File: src/rtl/ram_init_ctrl.sv
// ram_init_ctrl: after reset, sweeps external RAM with AXI4 INCR write bursts, then raises o_init_done.
// Optional feature macro RAM_INIT_PATTERN_EN: each beat writes {~addr, addr} instead of INIT_VALUE.
module ram_init_ctrl #(
  parameter logic [31:0] MEM_SIZE   = 32'h100000,
  parameter int          BURST_LEN  = 16,
  parameter int          ID_WIDTH   = 6,
  parameter logic [63:0] INIT_VALUE = 64'h0
) (
  input  logic                clk,
  input  logic                rst,
  input  logic                i_start,
  output logic                o_busy,
  output logic                o_init_done,
  output logic                o_init_error,
  output logic [ID_WIDTH-1:0] o_awid,
  output logic [31:0]         o_awaddr,
  output logic [7:0]          o_awlen,
  output logic [2:0]          o_awsize,
  output logic [1:0]          o_awburst,
  output logic                o_awvalid,
  input  logic                i_awready,
  output logic [63:0]         o_wdata,
  output logic [7:0]          o_wstrb,
  output logic                o_wlast,
  output logic                o_wvalid,
  input  logic                i_wready,
  input  logic [ID_WIDTH-1:0] i_bid,
  input  logic [1:0]          i_bresp,
  input  logic                i_bvalid,
  output logic                o_bready
);

  typedef enum logic [1:0] {ST_RST, ST_BURST, ST_RESP, ST_DONE} state_t;

  localparam logic [7:0]  LAST_BEAT = 8'(BURST_LEN - 1);
  localparam logic [31:0] STEP      = 32'(BURST_LEN * 8);
  localparam logic [31:0] LAST_ADDR = MEM_SIZE - STEP;

  state_t      state_q, state_d;
  logic [31:0] addr_q, addr_d;
  logic [7:0]  beat_q, beat_d;
  logic        aw_done_q, aw_done_d;
  logic        w_done_q, w_done_d;
  logic        err_q, err_d;
  logic        aw_fire, w_fire;
  logic        bid_unused;

  assign bid_unused = ^i_bid;

  always_ff @(posedge clk or posedge rst) begin
    if (rst) begin
      state_q   <= ST_RST;
      addr_q    <= '0;
      beat_q    <= '0;
      aw_done_q <= 1'b0;
      w_done_q  <= 1'b0;
      err_q     <= 1'b0;
    end else begin
      state_q   <= state_d;
      addr_q    <= addr_d;
      beat_q    <= beat_d;
      aw_done_q <= aw_done_d;
      w_done_q  <= w_done_d;
      err_q     <= err_d;
    end
  end

  always_comb begin
    state_d   = state_q;
    addr_d    = addr_q;
    beat_d    = beat_q;
    aw_done_d = aw_done_q;
    w_done_d  = w_done_q;
    err_d     = err_q;
    o_awvalid = 1'b0;
    o_wvalid  = 1'b0;
    o_bready  = 1'b0;
    aw_fire   = 1'b0;
    w_fire    = 1'b0;
    case (state_q)
      ST_RST: begin
        state_d   = ST_BURST;
        addr_d    = '0;
        beat_d    = '0;
        aw_done_d = 1'b0;
        w_done_d  = 1'b0;
      end
      ST_BURST: begin
        // AW and W retire independently; leave only once both halves of the burst are accepted.
        o_awvalid = !aw_done_q;
        o_wvalid  = !w_done_q;
        aw_fire   = o_awvalid && i_awready;
        w_fire    = o_wvalid && i_wready;
        if (aw_fire) aw_done_d = 1'b1;
        if (w_fire) begin
          if (beat_q == LAST_BEAT) w_done_d = 1'b1;
          else                     beat_d   = beat_q + 8'd1;
        end
        if (aw_done_d && w_done_d) begin
          state_d   = ST_RESP;
          aw_done_d = 1'b0;
          w_done_d  = 1'b0;
          beat_d    = '0;
        end
      end
      ST_RESP: begin
        o_bready = 1'b1;
        if (i_bvalid) begin
          if (i_bresp != 2'b00) err_d = 1'b1;
          if (addr_q == LAST_ADDR) begin
            state_d = ST_DONE;
          end else begin
            addr_d  = addr_q + STEP;
            state_d = ST_BURST;
          end
        end
      end
      ST_DONE: begin
        if (i_start) begin
          err_d   = 1'b0;
          addr_d  = '0;
          state_d = ST_BURST;
        end
      end
      default: state_d = ST_RST;
    endcase
  end

  assign o_busy       = (state_q == ST_BURST) || (state_q == ST_RESP);
  assign o_init_done  = (state_q == ST_DONE);
  assign o_init_error = err_q;
  assign o_awid       = '0;
  assign o_awaddr     = addr_q;
  assign o_awlen      = LAST_BEAT;
  assign o_awsize     = 3'd3;
  assign o_awburst    = 2'b01;
  assign o_wstrb      = 8'hFF;
  assign o_wlast      = o_wvalid && (beat_q == LAST_BEAT);

`ifdef RAM_INIT_PATTERN_EN
  logic [31:0] beat_addr;
  assign beat_addr = addr_q + {21'b0, beat_q, 3'b000};
  assign o_wdata   = {~beat_addr, beat_addr};
`else
  assign o_wdata = INIT_VALUE;
`endif

endmodule

File: config.mk
export PLATFORM = sky130hd
export DESIGN_NAME = ram_init_ctrl
export DESIGN_NICKNAME = d
export VERILOG_FILES = /design/src/rtl/ram_init_ctrl.sv
export SDC_FILE = /design/constraint.sdc
export NUM_CORES = 1
export LEC_CHECK = 0
export CORE_MARGIN = 2
export CORE_UTILIZATION = 45
export DETAILED_ROUTE_END_ITERATION = 6
export PLACE_DENSITY = 0.85
export SLEW_MARGIN = 25
export SYNTH_ARGS = -nofsm -noshare
export SYNTH_HDL_FRONTEND = slang
export SYNTH_SLANG_ARGS = --single-unit
File: constraint.sdc
create_clock -name clk -period 4.8 [get_ports clk]
set_clock_uncertainty 0.15 [all_clocks]
set_input_delay 0.72 -clock clk [delete_from_list [all_inputs] [get_ports clk]]
set_output_delay 0.72 -clock clk [all_outputs]
set_load 0.03 [all_outputs]
# Word level (Yosys, flattened, before mapping)
# Index checks and enable logic that the tools add are counted.
[word_totals]
output_inout_bits = 130
word_cells = 65
reg_bits = 45
[op_classes]
eq_ne = 12
reduce_logical = 16
n_addsub = 2
n_mux = 29
[ops]
columns = ["cell", "count"]
rows = [
  ["32-bit two-way mux", 3],
  ["32-bit one-hot mux with 3 select lines", 1],
  ["32-bit by 8-bit adder with 32-bit output (second input constant)", 1],
  ["32-bit by 20-bit == test with 1-bit output (second input constant)", 1],
  ["8-bit two-way mux", 3],
  ["8-bit one-hot mux with 2 select lines", 1],
  ["1-bit two-way mux", 13],
  ["2-bit inequality test (second input constant)", 5],
  ["8-bit by 1-bit adder with 8-bit output (second input constant)", 1],
  ["8-bit by 4-bit == test with 1-bit output (second input constant)", 1],
  ["2-bit two-way mux", 4],
  ["2-bit one-hot mux with 4 select lines", 1],
  ["4-bit AND reduction", 2],
  ["3-bit inequality test (second input constant)", 2],
  ["1-bit one-hot mux with 2 select lines", 3],
  ["3-bit AND reduction", 2],
  ["2-bit nonzero test", 3],
  ["2-bit == test (second input constant)", 2],
  ["1-bit logical AND", 4],
  ["3-bit nonzero test", 1],
  ["2-bit by 1-bit == test with 1-bit output (second input constant)", 1],
  ["1-bit logical NOT", 2],
  ["2-bit logical NOT", 1],
  ["1-bit logical OR", 1],
]

# Depth between registers and ports, before layout
[logic_depth]
word_depth = 7
mapped_depth = 8
depth_no_buf = 7

# Least setup slack after synthesis
# No wires, ideal clock.
[synth_timing]
path_type = "register -> register"
startpoint = "register state_q[0]"
endpoint = "register addr_q[13], in the netlist o_awaddr[13]"
stages_incl_launch_ff = 9
arrival_ps = 2189
period_less_slack_ps = 2449
path_buffers = 1
setup_slack_ps = 2351
cell_sequence = "dfrtp_1 -> inv_1 -> ha_1 -> or4b_4 -> nor4_4 -> a211o_4 -> buf_6 -> o21ai_1 -> o41ai_1"
[synth_via]
elab_chain_cells = 3
elab_cells_between_ends = 9
classes_between = "eq/ne: 5; mux: 1; reduce/logical: 3"
[synth_lines]
columns = ["item", "line", "rtl"]
rows = [
  ["start, declared", "39", "state_t state_q, state_d;"],
  ["start signal, assigned", "59", "state_q <= state_d;"],
  ["2-bit == test / 2-bit logical NOT (equally long branches)", "80", "case (state_q)"],
  ["2-bit inequality test (no line) / 3-bit nonzero test (equally long branches)", "-", ""],
  ["4-bit AND reduction (no line)", "-", ""],
  ["end signal, assigned", "60", "addr_q <= addr_d;"],
  ["end, declared", "40", "logic [31:0] addr_q, addr_d;"],
]
# Several ways; a longest one is shown, not always the timed one.
# A chain may end at the register's enable or synchronous reset.

# Worst setup path after layout
[layout_timing]
startpoint = "register state_q[1]"
endpoint = "output o_wlast"
[layout_via]
elab_chain_cells = 3
[layout_lines]
columns = ["item", "line", "rtl"]
rows = [
  ["2-bit by 1-bit == test with 1-bit output", "80", ""],
  ["1-bit two-way mux", "80", ""],
  ["1-bit logical AND", "138", "assign o_wlast = o_wvalid && (beat_q == LAST_BEAT);"],
  ["end, declared", "24", "output logic o_wlast,"],
]
# Every way passes these cells.

==> reports/qor.txt <==
P_int: 0.713 mW
Status: complete, no violations
Pre-CTS setup slack: 1970 ps
Clock sinks: 38
Critical Path AT: 2290 ps
CTS Buffer Depth: 2
Gate power share: 48.2%
Final ANT Viol Nets: 0
DRT Wirelength: 6.10 mm
Hold_buf cts: 0
Antenna diodes: 0
Seq pwr share: 30.3%
Drt pass-1 iters: 4
Hold Crit Class: flop to flop
Hold_sp: beat_q[1]
CP max FO: 8
Critical path class: flop to primary output
Vias in the first global route: 2,074
Min cycle time layout: 3160 ps
Register area: 951 um2
First-pass GRT wire length: 9.72 mm
Crit. Startpoint: state_q[1]
Reg2reg setup slack: 2030 ps
Post-synth EDFFs: 0
Post-synth top cells: 100 x buf_4, 38 x dfrtp_1, 22 x nand2_1, 19 x o21ai_0, 19 x o21ai_1
Num ports: 144
Setup tns final: 0 ps
Initial antenna violation count: 0
Crit. End Element: primary output
Yosys Warn Count: 0
Setup ws final: 1640 ps
Critical Path RT: 3930 ps
Root buf cell: clkbuf_8
Power per cell area: 404 nW/um2
IO buf count: 39
Worst-path clk slew: 80 ps
FF-to-FF Start: state_q[0]
Post-CTS sizing: 0
Vias per cell: 5.11
Fill cells: 616
Gr usage total: 16.1%
DP HPWL: 4.35 mm
Wire per inst: 13.1 um
Largest net degree at the start of global routing: 39
Num CTS Buffers: 5
Global placer's final weighted congestion: 0.881
# Post-CTS Setup Buffers: 0
Fmax achieved: 0.317 GHz
H-tree depth: 2
Top cells by area, synth: dfrtp_1 31%, buf_4 25%, o21ai_0 3.1%, o21ai_1 3.1%, ha_1 2.9%
Die width: 86.1 um
Mapped Cells: 356
Yosys top cell by area: dfrtp_1
Clk pwr share: 21.5%
CP Launch Type: flop
Nets@finish: 411
Most frequent cell after synthesis: buf_4
Pins over their slew limit: 0
Maxcap violations: 0
Syn avg cell area: 8.52 um2
Die Y: 86.1 um
Initial Utilization: 47.2%
Post-synthesis register bit count: 38
Post-synthesis async set-or-reset flop share: 100%
CORE AREA: 6420 um2
Global route total overflow: 0
Tightest Pin Transition: 921 ps
Share of the synthesized area in the top cell type: 31.4%
CTS tree: done
Switching pwr: 0.579 mW
Leakage power: 1.46 nW
Top_reg_cell synth: dfrtp_1
Layout area overhead: 5.49%
Final Hold Viols: 0
Sw Share: 44.8%
Clock latency on the worst-skew pair: 290 ps
Total number of vias: 2,388
Setup Viol. Count Final: 0
Final Cycle Share: 65.8%
Distinct cells, synth: 53
RSZ-0062 raised after global routing: no
Slew margin rel.: 38.3%
Die area: 7410 um2
Initial DRC count: 189
Share of cells above drive strength 1: 4.62%
Multi-input logic area: 1600 um2
VDD IR max: 0.170 mV
Site Rows: 29
DRC: 0
Synthesized area: 3030 um2
Post-synthesis sequential area ratio: 31.4%
==> stage by stage <==
step / cell area [um2] / utilization [%] / total power [mW] / hold WS [ps] / cells
2_1_floorplan: 3390 / - / 0.957 / 317 / 452
4_1_cts: 3200 / 49.8 / 1.29 / 372 / 467
3_5_place_dp: 3090 / 48.0 / 1.02 / 356 / 460
6_report: 3200 / 49.8 / 1.29 / 366 / 467
5_1_grt: 3200 / 49.8 / 1.37 / 398 / 467
3_3_place_gp: 3090 / 48.0 / 0.998 / 343 / 460
==> worst paths after layout <==
kind,to,cells past startpoint
worst max-delay path,o_wlast,6
worst min-delay path,beat_q[1],2
worst max register to register,o_awaddr[18],7
worst min register to register,beat_q[1],2
max in group asynchronous,beat_q[6],3
min in group asynchronous,beat_q[5],3
==> worst max-delay path, cell delays in order, from the launching register on <==
cell	delay [ps]
dfrtp_1	400
inv_1	130
ha_1	340
or2b_1	290
inv_1	70
and2_1	110
clkdlybuf4s50_1	660
==> power by group through the flow <==
stage	sequential, mW	combinational, mW	clock [mW]
after floorplan	0.402	0.555	0
after global placement	0.394	0.604	0
after detailed placement	0.398	0.619	0
after CTS	0.391	0.621	0.282
after global routing	0.396	0.680	0.295
final	0.391	0.623	0.278
==> flip-flops by register name, indices dropped and copies added (netlist names) <==
| register | cells |
|---|---|
| state_q | 2 |
| aw_done_q | 1 |
| beat_q | 8 |
| o_awaddr | 25 |
| w_done_q | 1 |
| o_init_error | 1 |
==> area by class of cell <==
type,count,share of cell area (%)
clock buffers,6,2.58
well taps,77,3.01
flip-flops and latches,38,29.7
repair buffers,40,12.4
multi-input cells,294,50.0
inverters,11,1.29
clock inverters,1,0.939
==> per-layer routing <==
metal / global-route usage [%] / wire length (um) / vias to the layer above
met4: 5.05 / 75 / 0
met2: 25.9 / 3000 / 107
met3: 4.04 / 477 / 11
met1: 21.2 / 2550 / 1145
met5: 0 / 0 / -
li1: - / - / 1125
==> layout by cell type (no fill, tap or decap), drive strengths merged, types with 2 or more instances in the layout <==
cell type      count
inv               11
clkbuf             6
nor3b              3
nor2              18
clkdlybuf4s50     39
nand4b             2
a21o               2
o21ai             38
nand4              6
conb              98
dfrtp             38
o31ai             12
a41oi              2
a31oi             10
or3                3
or4                3
o41ai              5
o22ai              2
nand3             13
and3               4
nor3               4
and4               2
nand2             23
ha                 7
nor4               3
mux2i              2
nand2b             3
and2               4
a21oi              9
==> logic make-up after synthesis <==
family,share of synthesized area [%]
buffers and inverters,27.8
AND/OR/NAND/NOR,17.8
AO/OA/AOI/OAI,19.0
flip-flops,31.4
adder cells (fa/ha/maj),2.89
other,0.248
multiplexers,0.660
XOR/XNOR,0.289
(Power assumes the default switching activity.)
